**config.mk**
```make
export PLATFORM = sky130hd
export DESIGN_NAME = multicycle_ctrl
export DESIGN_NICKNAME = d
export VERILOG_FILES = /design/src/rtl/ctrl_pkg.sv /design/src/rtl/ctrl_opclass.sv /design/src/rtl/multicycle_ctrl.sv
export SDC_FILE = /design/constraint.sdc
export NUM_CORES = 1
export LEC_CHECK = 0
export CORE_MARGIN = 2
export CORE_UTILIZATION = 41
export CTS_CLUSTER_SIZE = 25
export DETAILED_ROUTE_END_ITERATION = 7
export PLACE_DENSITY = 0.74
export SLEW_MARGIN = 30
export SYNTH_ARGS = -nofsm -noshare
export SYNTH_HDL_FRONTEND = slang
export SYNTH_HIERARCHICAL = 1
export SYNTH_SLANG_ARGS = --single-unit
```
**constraint.sdc**
```tcl
create_clock -name clk -period 2.6 [get_ports clk]
set_clock_uncertainty 0.2 [all_clocks]
set_input_delay 0.52 -clock clk [delete_from_list [all_inputs] [get_ports clk]]
set_output_delay 0.52 -clock clk [all_outputs]
set_load 0.05 [all_outputs]
```
**src/rtl/ctrl_pkg.sv**
```systemverilog
// ctrl_pkg: shared encodings for the multicycle controller -- FSM states,
// RV32 base opcodes, datapath select encodings and the instruction-class
// record produced by ctrl_opclass.
package ctrl_pkg;

  typedef enum logic [2:0] {
    ST_FETCH  = 3'd0,
    ST_DECODE = 3'd1,
    ST_EXEC   = 3'd2,
    ST_MEM    = 3'd3,
    ST_WB     = 3'd4,
    ST_HALT   = 3'd5
  } state_t;

  localparam logic [6:0] OP_R     = 7'b0110011;
  localparam logic [6:0] OP_I     = 7'b0010011;
  localparam logic [6:0] OP_LUI   = 7'b0110111;
  localparam logic [6:0] OP_AUIPC = 7'b0010111;
  localparam logic [6:0] OP_BR    = 7'b1100011;
  localparam logic [6:0] OP_JAL   = 7'b1101111;
  localparam logic [6:0] OP_JALR  = 7'b1100111;
  localparam logic [6:0] OP_LD    = 7'b0000011;
  localparam logic [6:0] OP_ST    = 7'b0100011;

  // ALU operand A source
  localparam logic [1:0] ALU_A_REG  = 2'd0;
  localparam logic [1:0] ALU_A_ZERO = 2'd1;
  localparam logic [1:0] ALU_A_PC   = 2'd2;

  // ALU operand B source
  localparam logic ALU_B_REG = 1'b0;
  localparam logic ALU_B_IMM = 1'b1;

  // Register-file write source
  localparam logic [1:0] WB_ALU = 2'd0;
  localparam logic [1:0] WB_MEM = 2'd1;
  localparam logic [1:0] WB_PC4 = 2'd2;

  // Next-pc source
  localparam logic [1:0] PC_PLUS4  = 2'd0;
  localparam logic [1:0] PC_BRANCH = 2'd1;
  localparam logic [1:0] PC_JALR   = 2'd2;

  // One-hot instruction class; exactly one field is set for any opcode.
  typedef struct packed {
    logic r;
    logic i;
    logic lui;
    logic auipc;
    logic br;
    logic jal;
    logic jalr;
    logic ld;
    logic st;
    logic bad;
  } opclass_t;

endpackage

```
**src/rtl/ctrl_opclass.sv**
```systemverilog
// ctrl_opclass: maps a 7-bit opcode to a one-hot instruction class.
// Anything outside the supported RV32 base opcodes is classed as bad.
module ctrl_opclass
  import ctrl_pkg::*;
(
  input  logic [6:0] opcode_i,
  output opclass_t   cls_o
);

  // Opcode to one-hot class lookup
  always_comb begin
    cls_o = '0;
    case (opcode_i)
      OP_R:     cls_o.r     = 1'b1;
      OP_I:     cls_o.i     = 1'b1;
      OP_LUI:   cls_o.lui   = 1'b1;
      OP_AUIPC: cls_o.auipc = 1'b1;
      OP_BR:    cls_o.br    = 1'b1;
      OP_JAL:   cls_o.jal   = 1'b1;
      OP_JALR:  cls_o.jalr  = 1'b1;
      OP_LD:    cls_o.ld    = 1'b1;
      OP_ST:    cls_o.st    = 1'b1;
      default:  cls_o.bad   = 1'b1;
    endcase
  end

endmodule

```
**src/rtl/multicycle_ctrl.sv**
```systemverilog
// multicycle_ctrl: FETCH/DECODE/EXEC/MEM/WB controller for a multicycle
// RV32 datapath. Strobes and selects are decoded from the current state,
// the opcode of the latched instruction, mem_ack and br_taken, so a memory
// ack is acted upon in the cycle it arrives. Reset forces every output to
// its idle value in the same cycle, overriding mem_ack.
// Optional feature macro: CTRL_ILLEGAL_TRAP_EN -- when defined, an unknown
// opcode traps into HALT and sets the sticky illegal flag; otherwise it
// retires as a NOP.
module multicycle_ctrl
  import ctrl_pkg::*;
(
  input  logic        clk,
  input  logic        rst,
  input  logic [31:0] ir,
  input  logic        mem_ack,
  input  logic        br_taken,
  output logic        pc_we,
  output logic        ir_we,
  output logic        rf_we,
  output logic        mem_req,
  output logic        mem_we,
  output logic        addr_sel,
  output logic [1:0]  alu_a_sel,
  output logic        alu_b_sel,
  output logic [1:0]  wb_sel,
  output logic [1:0]  pc_src,
  output logic [2:0]  state,
  output logic [31:0] instret,
  output logic        illegal
);

  state_t      state_q, state_d;
  logic [31:0] instret_q, instret_d;
  opclass_t    cls_s;

  // Only the opcode field steers the controller.
  logic unused_ir_bits_s;
  assign unused_ir_bits_s = ^ir[31:7];

  ctrl_opclass u_opclass (
    .opcode_i (ir[6:0]),
    .cls_o    (cls_s)
  );

`ifdef CTRL_ILLEGAL_TRAP_EN
  logic illegal_q, illegal_d;
`endif

  // Next-state, retire counter and output strobe/select decode
  always_comb begin
    state_d   = state_q;
    instret_d = instret_q;
`ifdef CTRL_ILLEGAL_TRAP_EN
    illegal_d = illegal_q;
`endif
    pc_we     = 1'b0;
    ir_we     = 1'b0;
    rf_we     = 1'b0;
    mem_req   = 1'b0;
    mem_we    = 1'b0;
    addr_sel  = 1'b0;
    alu_a_sel = ALU_A_REG;
    alu_b_sel = ALU_B_REG;
    wb_sel    = WB_ALU;
    pc_src    = PC_PLUS4;
    if (rst) begin
      // Outputs stay idle; the register block performs the reset itself.
      state_d = ST_FETCH;
    end else begin
      case (state_q)
        ST_FETCH: begin
          mem_req  = 1'b1;
          addr_sel = 1'b0;
          if (mem_ack) begin
            ir_we   = 1'b1;
            pc_we   = 1'b1;
            pc_src  = PC_PLUS4;
            state_d = ST_DECODE;
          end else begin
            state_d = ST_FETCH;
          end
        end
        ST_DECODE: begin
          if (cls_s.bad) begin
`ifdef CTRL_ILLEGAL_TRAP_EN
            state_d   = ST_HALT;
            illegal_d = 1'b1;
`else
            // Unknown opcode retires as a NOP.
            state_d   = ST_FETCH;
            instret_d = instret_q + 32'd1;
`endif
          end else begin
            state_d = ST_EXEC;
          end
        end
        ST_EXEC: begin
          if (cls_s.br) begin
            alu_a_sel = ALU_A_REG;
            alu_b_sel = ALU_B_REG;
            pc_we     = br_taken;
            pc_src    = PC_BRANCH;
            state_d   = ST_FETCH;
            instret_d = instret_q + 32'd1;
          end else if (cls_s.jal || cls_s.jalr) begin
            rf_we     = 1'b1;
            wb_sel    = WB_PC4;
            pc_we     = 1'b1;
            pc_src    = cls_s.jalr ? PC_JALR : PC_BRANCH;
            state_d   = ST_FETCH;
            instret_d = instret_q + 32'd1;
          end else if (cls_s.ld || cls_s.st) begin
            alu_b_sel = ALU_B_IMM;
            state_d   = ST_MEM;
          end else if (cls_s.r || cls_s.i || cls_s.lui || cls_s.auipc) begin
            if (cls_s.lui) begin
              alu_a_sel = ALU_A_ZERO;
            end else if (cls_s.auipc) begin
              alu_a_sel = ALU_A_PC;
            end else begin
              alu_a_sel = ALU_A_REG;
            end
            alu_b_sel = cls_s.r ? ALU_B_REG : ALU_B_IMM;
            state_d   = ST_WB;
          end else begin
            // Bad opcodes never reach EXEC; retire defensively.
            state_d   = ST_FETCH;
            instret_d = instret_q + 32'd1;
          end
        end
        ST_MEM: begin
          // Request, address source and write enable are held steady
          // for the whole wait.
          mem_req  = 1'b1;
          addr_sel = 1'b1;
          mem_we   = cls_s.st;
          if (mem_ack) begin
            if (cls_s.ld) begin
              state_d = ST_WB;
            end else begin
              state_d   = ST_FETCH;
              instret_d = instret_q + 32'd1;
            end
          end else begin
            state_d = ST_MEM;
          end
        end
        ST_WB: begin
          rf_we     = 1'b1;
          wb_sel    = cls_s.ld ? WB_MEM : WB_ALU;
          state_d   = ST_FETCH;
          instret_d = instret_q + 32'd1;
        end
        ST_HALT: begin
          // Parked with all strobes low until reset.
          state_d = ST_HALT;
        end
        default: begin
          state_d = ST_FETCH;
        end
      endcase
    end
  end

  // State, retire counter and sticky flag registers with synchronous reset
  always_ff @(posedge clk) begin
    if (rst) begin
      state_q   <= ST_FETCH;
      instret_q <= 32'd0;
`ifdef CTRL_ILLEGAL_TRAP_EN
      illegal_q <= 1'b0;
`endif
    end else begin
      state_q   <= state_d;
      instret_q <= instret_d;
`ifdef CTRL_ILLEGAL_TRAP_EN
      illegal_q <= illegal_d;
`endif
    end
  end

  assign state   = rst ? ST_FETCH : state_q;
  assign instret = rst ? 32'd0 : instret_q;
`ifdef CTRL_ILLEGAL_TRAP_EN
  assign illegal = rst ? 1'b0 : illegal_q;
`else
  assign illegal = 1'b0;
`endif

endmodule
```
# == After elaboration in Yosys (flattened, before gate mapping) ==
# Index checks and enable logic that the tools add are counted.
# word_totals
regBits,35
output_inout_bits,49
wordCells,101
# classes
n_addsub,1
n_eq_ne,19
mux,69
n_reduce_logical,10
# ops
cell,count
$mux 32,8
$pmux 32 s4,1
$mux 2,17
$add 32x1->32 const B,1
$mux 1,32
$eq 7x6->1 const B,3
$eq 7x7->1 const B,3
$mux 3,7
$pmux 3 s5,1
$eq 7x5->1 const B,2
$reduce_or 9->1,1
$ne 4x4->1 const B,2
$eq 7x2->1 const B,1
$eq 3x2->1 const B,2
$eq 3x3->1 const B,2
$ne 2x2->1 const B,3
$reduce_and 6->1,1
$logic_or 1x1->1,5
$pmux 1 s2,2
$pmux 2 s2,1
$reduce_bool 4->1,1
$eq 3x1->1 const B,1
$logic_not 3->1,1
$reduce_or 2->1,1

# == Longest topological paths before layout ==
# logic_depth
depth_word,11
depth_mapped,9
mapped_depth_nobuf,8

# == Modules after synthesis ==
# Netlist, hierarchy kept.
# modules_own_cells
mod,instances,cells_per_inst,area_per_inst_um2,seq_area_each_um2
multicycle_ctrl,1,283,2183.3,700.7
ctrl_opclass,1,21,125.1,0.0

# == Worst setup path before layout ==
# OpenSTA, ideal clock, no wires.
# synth_timing
path_type,in2out
startpoint,in ir[0]
endpoint,out pc_we
t_arrival_ns,3.019
required_ns,1.880
setup_slack_ns,-1.139
stages,7
n_path_buf,0
path_cell_list,nand2_1 or3_1 nor3b_1 nor2_1 o21ai_0 mux2i_1 nor4_1
# synth_rtl
item,line,rtl
"start, declared",multicycle_ctrl.sv:14,"input logic [31:0] ir,"
"end, declared",multicycle_ctrl.sv:17,"output logic pc_we,"

==> flow_metrics.env <==
export IMPL_critical_path_endpoint_type="output port"
export IMPL_met3_length_um=436
export IMPL_floorplan_initialDensity=0.422
export IMPL_groute_usage_overall=0.236
export IMPL_drv_max_cap_violation_count=0
export IMPL_period_utilisation_layout=1.12
export IMPL_fp_coreArea_mm2=0.00547
export IMPL_grt_first_pass_wirelength_um=11800
export IMPL_drcViolationCount=0
export IMPL_first_global_vias=2528
export IMPL_die_x_um=79.0
export IMPL_max_transition_viols_final=0
export IMPL_synth_seq_cells=35
export IMPL_wl_met1_um=3180
export IMPL_cts_path_max_buffers=2
export IMPL_route_detailed_wl_per_inst_um=16.0
export IMPL_dpl_hpwl_um=4690
export IMPL_setup_slack_ps=-320
export IMPL_placement_setup_worst_slack_ps=-834
export IMPL_finish_cell_count_without_fillers=489
export IMPL_port_buffers=58
export IMPL_cts_reportedPaths_clkPinSlew_ps=60
export IMPL_worst_setup_path_start_kind="primary input"
export IMPL_maximum_number_of_pins_on_one_net_before_global_route_repair=34
export IMPL_globalRoute_totalOverflow=0
export IMPL_worst_endpoint_arrival_ps=2200
export IMPL_drt_pass1_iterations=4
export IMPL_synth_enable_flop_cells=0
export IMPL_detailedRoute_firstIterationViolations=173
export IMPL_placed_area_mm2=0.00342
export IMPL_power_density_cell_area_mw_per_mm2=268
export IMPL_cts_root_buf="sky130_fd_sc_hd__clkbuf_8"
export IMPL_drt_antenna_violating_nets=0
export IMPL_clock_tree_from_tritoncts="built"
export IMPL_synth_nets=341
export IMPL_grt_setup_unrepaired="true"
export IMPL_failed_checks="negative setup slack"
export IMPL_cts_htree_levels=2
export IMPL_wl_um=7830
export IMPL_crit_type="primary input to output port"
export IMPL_detailroute_via_count=2746
export IMPL_via_per_inst=5.62
export IMPL_detailroute_wirelength_met2_um=4120
export IMPL_hold_path_class="flop to flop"
export IMPL_async_flop_share=0
export IMPL_worst_ir_drop_vdd_mv=0.247
export IMPL_ys_dominant_reg_cell="sky130_fd_sc_hd__dfxtp_1"
export IMPL_hold_worst_slack_ps=309
export IMPL_numCtsBuffers=5
export IMPL_area_growth_syn_to_layout_pct=78.9
export IMPL_syn_inst=304
export IMPL_postLayoutCellArea_mm2=0.00413
export IMPL_highest_routed_metal_layer="met4"
export IMPL_final_fill_count=359
export IMPL_finalSetupViolCount=42
export IMPL_worstPathCellList="buf_8 -> nand2_8 -> buf_6 -> or4_4 -> nor2_1 -> nor4_1 -> o21ai_1 -> and2_4 -> buf_12"
export IMPL_maxSlewHeadroom=0.588
export IMPL_drive_gt1_frac=0.475
export IMPL_timing_critical_path_slowest_cell_delay_ps=580
export IMPL_post_syn_area_mm2=0.00231
export IMPL_period_needed_ps=2920
export IMPL_numClockSinks=35
export IMPL_critical_path_max_fanout=4
export IMPL_die_height_um=79.0
export IMPL_seq_area_frac_synth=0.304
export IMPL_p_leak_nw=1.52
export IMPL_outcome="finished, violations left"
export IMPL_num_io_pins=85
export IMPL_fmaxAchievable_mhz=342
export IMPL_synth_lib_cells_used_distinct=45
export IMPL_synth_top_cell_area_share=0.304
export IMPL_post_synth_top_area_cell="sky130_fd_sc_hd__dfxtp_1"
export IMPL_grt_antenna_before_repair=0
export IMPL_placed_cells=460
export IMPL_insertedDiodeCount=0
export IMPL_clkLatencyLatePin_ps=290
export IMPL_gp_congestion=0.844
export IMPL_timing_critical_path_slowest_stage_cell="sky130_fd_sc_hd__or4_4"
export IMPL_worstMarginPinSlew_ps=613
export IMPL_synth_yosys_warnings=6
export IMPL_synthesis_area_per_instance_um2=7.59
export IMPL_cp_required_ps=1880
export IMPL_final_hold_violation_count=0
export IMPL_fin_nets=453
export IMPL_synth_top_cells_by_area="sky130_fd_sc_hd__dfxtp_1 (30%), sky130_fd_sc_hd__nor2b_1 (7.6%), sky130_fd_sc_hd__nor2_1 (7.0%)"
export IMPL_die_area_mm2=0.00625
export IMPL_floorplan_rows=27
## sequential cells by signal, indices dropped and copies added, names as in the netlist
register and flops:
instret_q 32, state_q 3
## cell families after synthesis
family,share of synthesized area
AND/OR/NAND/NOR,0.388
AO/OA/AOI/OAI,0.176
flip-flops,0.304
buffers and inverters,0.0482
XOR/XNOR,0.0455
multiplexers,0.0325
adder cells (fa/ha/maj),0.00542
other,0.00162
## area by class of cell
class                           count  area, um^2  share of cell area
Inverter                           11        41.3              0.0100
Multi-Input combinational cell    244        1960               0.474
Tap cell                           72        90.1              0.0218
Timing Repair Buffer              119        1260               0.304
Sequential cell                    35         701               0.170
Clock buffer                        6        72.6              0.0176
Clock inverter                      2        12.5             0.00303
## placed cells by master, fill, tap and decap left out, types with 3 or more instances in the layout
master / netlist / layout
sky130_fd_sc_hd__buf_12: 0 / 16
sky130_fd_sc_hd__mux2_2: 4 / 4
sky130_fd_sc_hd__nor2_1: 43 / 35
sky130_fd_sc_hd__nor4_2: 0 / 3
sky130_fd_sc_hd__a21oi_2: 0 / 6
sky130_fd_sc_hd__a21oi_1: 19 / 11
sky130_fd_sc_hd__nor3_1: 10 / 5
sky130_fd_sc_hd__inv_1: 11 / 10
sky130_fd_sc_hd__nand3_1: 12 / 11
sky130_fd_sc_hd__o31ai_1: 5 / 4
sky130_fd_sc_hd__or4_4: 2 / 5
sky130_fd_sc_hd__buf_6: 1 / 31
sky130_fd_sc_hd__o2111ai_4: 2 / 5
sky130_fd_sc_hd__clkbuf_8: 0 / 5
sky130_fd_sc_hd__o21ai_0: 14 / 11
sky130_fd_sc_hd__o2111ai_2: 0 / 3
sky130_fd_sc_hd__o211ai_1: 3 / 3
sky130_fd_sc_hd__nand2_1: 18 / 14
sky130_fd_sc_hd__nand2b_1: 4 / 3
sky130_fd_sc_hd__buf_8: 0 / 6
sky130_fd_sc_hd__xor2_1: 10 / 9
sky130_fd_sc_hd__dfxtp_1: 35 / 35
sky130_fd_sc_hd__and3_1: 8 / 5
sky130_fd_sc_hd__buf_4: 1 / 60
sky130_fd_sc_hd__or4_1: 8 / 5
sky130_fd_sc_hd__or3_1: 9 / 7
sky130_fd_sc_hd__nand4_1: 8 / 8
sky130_fd_sc_hd__nor3_4: 0 / 5
sky130_fd_sc_hd__nor2b_1: 28 / 27
sky130_fd_sc_hd__nor2_4: 0 / 6
## per-layer routing
layer | vias up | track usage
met4 | 0 | 0.0672
met2 | 97 | 0.412
met1 | 1323 | 0.292
met5 | - | 0
li1 | 1315 | -
met3 | 11 | 0.0523
## worst paths after layout
path | slack (ps) | start | depth (start not counted) | endpoint
setup reg to reg | 120 | instret_q[14] | 5 | instret_q[31]
hold reg to reg | 310 | instret_q[31] | 2 | instret_q[31]
setup / recovery | -320 | ir[1] | 9 | alu_b_sel
hold / removal | 310 | instret_q[31] | 2 | instret_q[31]
## synthesized netlist by cell type, drive strengths merged (3+ instances only)
master and count:
nor4 5, mux2 4, nand2b 4, buf 6, a21oi 19, o21ai 15, o211ai 5, nor2 43
or4 10, clkbuf 9, o2111ai 8, nor3 11, nand3 12, nand2 18, nor2b 28, xor2 10
mux2i 3, or3 9, o31ai 5, inv 11, nand4 8, nor3b 3, and3 8, dfxtp 35
## what timing repair did
item | in CTS | in global routing
resized for setup | 96 | 44
hold buffers | 0 | 0
endpoints found under the setup margin | 43 | 43
cloned | 1 | 0
pin swaps | 41 | 27
setup buffers | 18 | 5
## critical path: cells and delay by family
kind / cells / cell delay (ps)
buffers and inverters: 3 / 330
AND/OR/NAND/NOR: 5 / 1180
AO/OA/AOI/OAI: 1 / 170
## power by group
part	switching (mW)	internal (mW)	total, mW
clock network	0.196	0.187	0.383
logic	0.101	0.0778	0.179
registers	0.00603	0.539	0.545
total	0.303	0.804	1.11
## through the flow
step	util	power, mW	TNS (ps)
after floorplan	-	0.633	-740
after global placement	0.625	0.701	-29350
after detailed placement	0.625	0.703	-30750
after CTS	0.723	1.10	-8920
after global routing	0.754	1.15	-10540
final	0.754	1.11	-7220
(Power assumes the default switching activity.)
